[src/rtl/bit_scan_seq.sv]
// Sequential bit scanner: accepts a W-bit vector and emits one beat per matching bit.
// Define BIT_SCAN_SEQ_PIPELINE_EN to accept the next vector on the cycle its predecessor's last beat transfers.
module bit_scan_seq #(
  parameter int W                   = 32,
  parameter int D                   = $clog2(W),
  parameter bit OPT_FIND_FIRST_ZERO = 1'b0,
  parameter bit OPT_MSB_FIRST       = 1'b0
) (
  input  logic         clk,
  input  logic         rst_n,
  input  logic         in_vld,
  input  logic [W-1:0] in_x,
  output logic         in_rdy,
  output logic         out_vld,
  input  logic         out_rdy,
  output logic [D-1:0] out_n,
  output logic [W-1:0] out_y,
  output logic         out_last,
  output logic         out_empty,
  output logic         busy
);

  typedef enum logic [0:0] {IDLE = 1'b0, EMIT = 1'b1} state_e;

  state_e       state_q;
  logic [W-1:0] pend_q, pend_d, load_d;
  logic         zflag_q;
  logic [W-1:0] sel_y;
  logic [D-1:0] sel_n;
  logic         one_left;
  logic         accept, xfer;

  // Zero mode scans the complement, so both modes share one set-bit scanner.
  assign load_d = OPT_FIND_FIRST_ZERO ? ~in_x : in_x;

  // The last set bit visited wins: ascending visit picks the highest, descending the lowest.
  always_comb begin
    sel_y = '0;
    sel_n = '0;
    if (OPT_MSB_FIRST) begin
      for (int i = 0; i < W; i++) begin
        if (pend_q[i]) begin
          sel_y    = '0;
          sel_y[i] = 1'b1;
          sel_n    = D'(i);
        end
      end
    end else begin
      for (int i = W - 1; i >= 0; i--) begin
        if (pend_q[i]) begin
          sel_y    = '0;
          sel_y[i] = 1'b1;
          sel_n    = D'(i);
        end
      end
    end
  end

  assign one_left  = (pend_q != '0) && ((pend_q & (pend_q - W'(1))) == '0);

  assign out_vld   = (state_q == EMIT);
  assign busy      = (state_q == EMIT);
  assign out_y     = (out_vld && !zflag_q) ? sel_y : '0;
  assign out_n     = (out_vld && !zflag_q) ? sel_n : '0;
  assign out_last  = out_vld & (zflag_q | one_left);
  assign out_empty = out_vld & zflag_q;

`ifdef BIT_SCAN_SEQ_PIPELINE_EN
  assign in_rdy = (state_q == IDLE) | (out_vld & out_rdy & out_last);
`else
  assign in_rdy = (state_q == IDLE);
`endif

  assign accept = in_vld & in_rdy;
  assign xfer   = out_vld & out_rdy;
  assign pend_d = pend_q & ~out_y;

  always_ff @(posedge clk) begin
    // NOTE: reset is synchronous, so it is only sampled here on the clock edge.
    if (!rst_n) begin
      state_q <= IDLE;
      pend_q  <= '0;
      zflag_q <= 1'b0;
    end else begin
      if (xfer) begin
        pend_q <= pend_d;
        if (out_last) begin
          state_q <= IDLE;
          zflag_q <= 1'b0;
        end
      end
      // NOTE: with non-blocking assignments the later acceptance overrides the retire above.
      if (accept) begin
        pend_q  <= load_d;
        zflag_q <= (load_d == '0);
        state_q <= EMIT;
      end
    end
  end

endmodule

[config.mk]
export PLATFORM = sky130hd
export DESIGN_NAME = bit_scan_seq
export DESIGN_NICKNAME = d
export VERILOG_FILES = /design/src/rtl/bit_scan_seq.sv
export SDC_FILE = /design/constraint.sdc
export NUM_CORES = 1
export LEC_CHECK = 0
export ABC_AREA = 1
export CORE_MARGIN = 3
export CORE_UTILIZATION = 30
export CTS_CLUSTER_DIAMETER = 50
export CTS_CLUSTER_SIZE = 25
export DETAILED_ROUTE_END_ITERATION = 10
export GPL_ROUTABILITY_DRIVEN = 1
export PLACE_DENSITY_LB_ADDON = 0.3
export SKIP_CTS_REPAIR_TIMING = 1
export SLEW_MARGIN = 15
export SYNTH_ARGS = -nofsm -noshare
export SYNTH_HDL_FRONTEND = slang
export SYNTH_SLANG_ARGS = --single-unit
[constraint.sdc]
create_clock -name clk -period 1.8 [get_ports clk]
set_input_delay 0.18 -clock clk [delete_from_list [all_inputs] [get_ports clk]]
set_output_delay 0.18 -clock clk [all_outputs]
set_load 0.01 [all_outputs]
==> results.txt <==
- The final count of hold timing violations is 0.
* Initial antenna violation count: 0
- The core region is 8810 sq um.
* Via count of the first global-routing pass: 4029
- Count of nets after finishing: 782
- The clock passes through at most 2 buffers.
- In this run the power spent charging and discharging nets is 1380 uW.
* Leading cell types in the layout, fill and taps excluded: sky130_fd_sc_hd__buf_4, sky130_fd_sc_hd__nand2_1, sky130_fd_sc_hd__inv_1
- Summing all placed instances gives a cell area of 4900 sq um.
- The repair_antennas step left the layout with diodes totalling 0.
- The internal power of the cells totals 2030 uW.
- For the final database, setup skew stands at 0.0114 ns.
* TritonCTS clock tree: built
- Placed wire-length estimate: 10.7 mm
* Critical Path Sink Type: primary output
- Peak clock frequency supported by timing: 0.381 GHz
- Synthesized netlist net count: 517
- Of the available clock period, the critical path in the final layout requires 146%.
- The floorplan has 34 rows.
- Number of vias in the routed layout: 4307
- The floorplan step set the die height to 101 microns.
- Sw frac: 40.5%
- H-tree level count: 2
- Setup violations remaining at the end of the flow were counted as 44.
- The detailed router finished its first iteration with 266 violations.
- Via density per instance: 5.04
- Final wirelength: 14.0 mm
* Number of I/O port buffers: 77
* Wire length of the first global-routing pass: 20.2 mm
- The post-route netlist has 54.4% of its cells at a drive strength greater than 1.
* Clock network fraction of total power: 18.5%
* Horiz. Die Dim: 101 microns
- Non-Filler Instances: 855
- In this run, placement finished with an instance count of 816.
- Synthesis Warnings: 0
- The number of clock buffers added by TritonCTS is 5.
- Synthesized flop and latch total: 34
* Overall power after layout: 3420 uW
- The library cell used most frequently in the layout, excluding fill and tap cells, is sky130_fd_sc_hd__buf_4.
* Clock root buffer: sky130_fd_sc_hd__clkbuf_8
* Pre-antenna DRT Iters: 5
* # clock sinks: 34
* Count of antenna-violating nets left after detailed routing: 0
* Combinational fraction of design power: 55.1%
- Max cap viols: 0
* Peak supply drop: 0.279 mV
* Final Worst Setup Slack: -0.823 ns
* Effective utilization at floorplan: 31.0%
- In this run the power density over the cells is 585 nW/um^2.
* Fraction of the yosys area taken by sequential cells: 24.9%
- For the worst setup path, the data arrival time is 2.44 ns.
- For this run the aggregate overflow at the end of global routing stands at 0.
- The area growth from synthesis to layout is 113%.
- FILL cells: 745
- Cells after Synth: 481
* Post-synth design cell area: 2730 sq um
* Die outline area: 10300 sq um
- Pin count of the biggest net entering global routing: 42
* Final weighted congestion in routability-driven placement: 0.985
- Max-Slew Margin vs Limit: 58.9%
* Crit-path max FO: 4
- Summed over all cells, the static leakage comes to 0.00292 uW.
* Violated checks: setup timing
* Measured slew at the worst slew-check pin: 0.612 ns
- For the worst-skew pair, the clock arrives at the later sink with an insertion delay of 0.30 ns.
- Overall fraction of global-route tracks in use: 24.9%
- Netlist cell types: 33
- Data required time of the worst path: 1.62 ns
- Worst slack at placement: -0.877 ns
- Synthesized area divided by synthesized cell count: 5.68 sq um
- In the routed design, unresolved DRC markers number 0.
- The critical path in this run is classified as reg -> out.
- The max-slew violation count came to 0.
* Sequential power share: 26.4%
- The run finished, with violations left.
- Tightest Hold Check Type: in -> reg
* Shortest period the worst path allows: 2.62 ns
- Setup repair after global routing could not meet its margin everywhere.
* Top-level port count: 78
* Clock-pin slew on the worst setup and hold paths: 0.08 ns
- After routing the design area is 5840 sq um.
- STA classifies the critical path startpoint as a register.
* Wire per inst: 16.3 microns
-- layout make-up --
type	count	area [sq um]	area share [%]
inverters	84	327	5.60
multi-input cells	352	2330	39.9
well taps	108	135	2.32
repair buffers	269	2230	38.3
flip-flops and latches	34	721	12.3
clock inverters	1	5.00	0.0858
clock buffers	7	86.3	1.48
-- stage by stage --
stage	hold slack, ns	utilization, %	setup TNS, ns
2_1_floorplan	0.329	-	-0.917
3_3_place_gp	0.485	55.6	-19.06
3_5_place_dp	0.498	55.6	-19.99
4_1_cts	0.487	56.7	-32.73
5_1_grt	0.507	66.3	-17.30
6_report	0.491	66.3	-12.72
-- worst max-delay path: stages, from the launching register on --
cell                       delay, ns
sky130_fd_sc_hd__dfxtp_4        0.37
sky130_fd_sc_hd__nor2_4         0.12
sky130_fd_sc_hd__inv_2          0.06
sky130_fd_sc_hd__nor2_4         0.11
sky130_fd_sc_hd__inv_2          0.06
sky130_fd_sc_hd__nor2_4         0.14
sky130_fd_sc_hd__nand2_4        0.10
sky130_fd_sc_hd__nor2_4         0.13
sky130_fd_sc_hd__buf_4          0.13
sky130_fd_sc_hd__nand2_1        0.07
sky130_fd_sc_hd__nand2_1        0.06
sky130_fd_sc_hd__o21ai_1        0.07
sky130_fd_sc_hd__a221oi_2       0.17
sky130_fd_sc_hd__nand4_1        0.11
sky130_fd_sc_hd__nor2_1         0.12
sky130_fd_sc_hd__nand2_1        0.12
sky130_fd_sc_hd__nand2_2        0.10
sky130_fd_sc_hd__buf_6          0.10
-- final timing paths --
check / cells past startpoint / slack (ns) / startpoint / endpoint
worst max-delay path: 17 / -0.82 / pend_q[8]$_SDFFE_PN0P_ / out_last
worst min-delay path: 3 / 0.49 / in_x[31] / pend_q[31]$_SDFFE_PN0P_
worst max register to register: 20 / -0.74 / pend_q[8]$_SDFFE_PN0P_ / zflag_q$_SDFFE_PN0P_
worst min register to register: 2 / 0.50 / pend_q[28]$_SDFFE_PN0P_ / pend_q[28]$_SDFFE_PN0P_
-- registers in the layout, indices dropped and copies added (netlist names) --
name,count
pend_q,32
busy,1
zflag_q,1
-- power by group through the flow --
stage               clock network (uW)  registers [uW]  logic (uW)
CTS                                644             881        1450
floorplan                            0             899         606
global placement                     0             896        1430
detailed placement                   0             898        1450
global route                       681             909        2020
finish                             633             901        1880
-- synthesized netlist by cell type, drive strengths merged --
cell | instances | area share (%)
buf | 5 | 0.87
nand2 | 110 | 16
o31ai | 1 | 0.27
nand4 | 5 | 1.1
o221a | 1 | 0.41
nor3 | 20 | 3.7
inv | 83 | 11
or4 | 1 | 0.41
o21ai | 51 | 9.3
a21oi | 43 | 7.9
o22ai | 2 | 0.46
dfxtp | 34 | 25
o211ai | 2 | 0.55
clkinv | 1 | 0.18
o2111ai | 1 | 0.32
a221oi | 2 | 0.87
nand3 | 14 | 2.6
nor4 | 16 | 3.9
clkbuf | 6 | 0.82
a31oi | 1 | 0.23
a211oi | 1 | 0.27
nor2 | 81 | 14
-- logic make-up after synthesis --
family / synth area share [%]
AOI/OAI and AO/OA: 20.6
DFF: 24.9
and+or+nand+nor: 41.2
buffers and inverters: 13.3
-- routing by layer --
| layer | part of all wire (%) | GRT usage (%) |
|---|---|---|
| met3 | 6.9 | 4.13 |
| met2 | 46 | 39.3 |
| met4 | 3.0 | 6.24 |
| met1 | 44 | 35.1 |
| met5 | 0 | 0 |
Power figures use the tool's default switching activity.
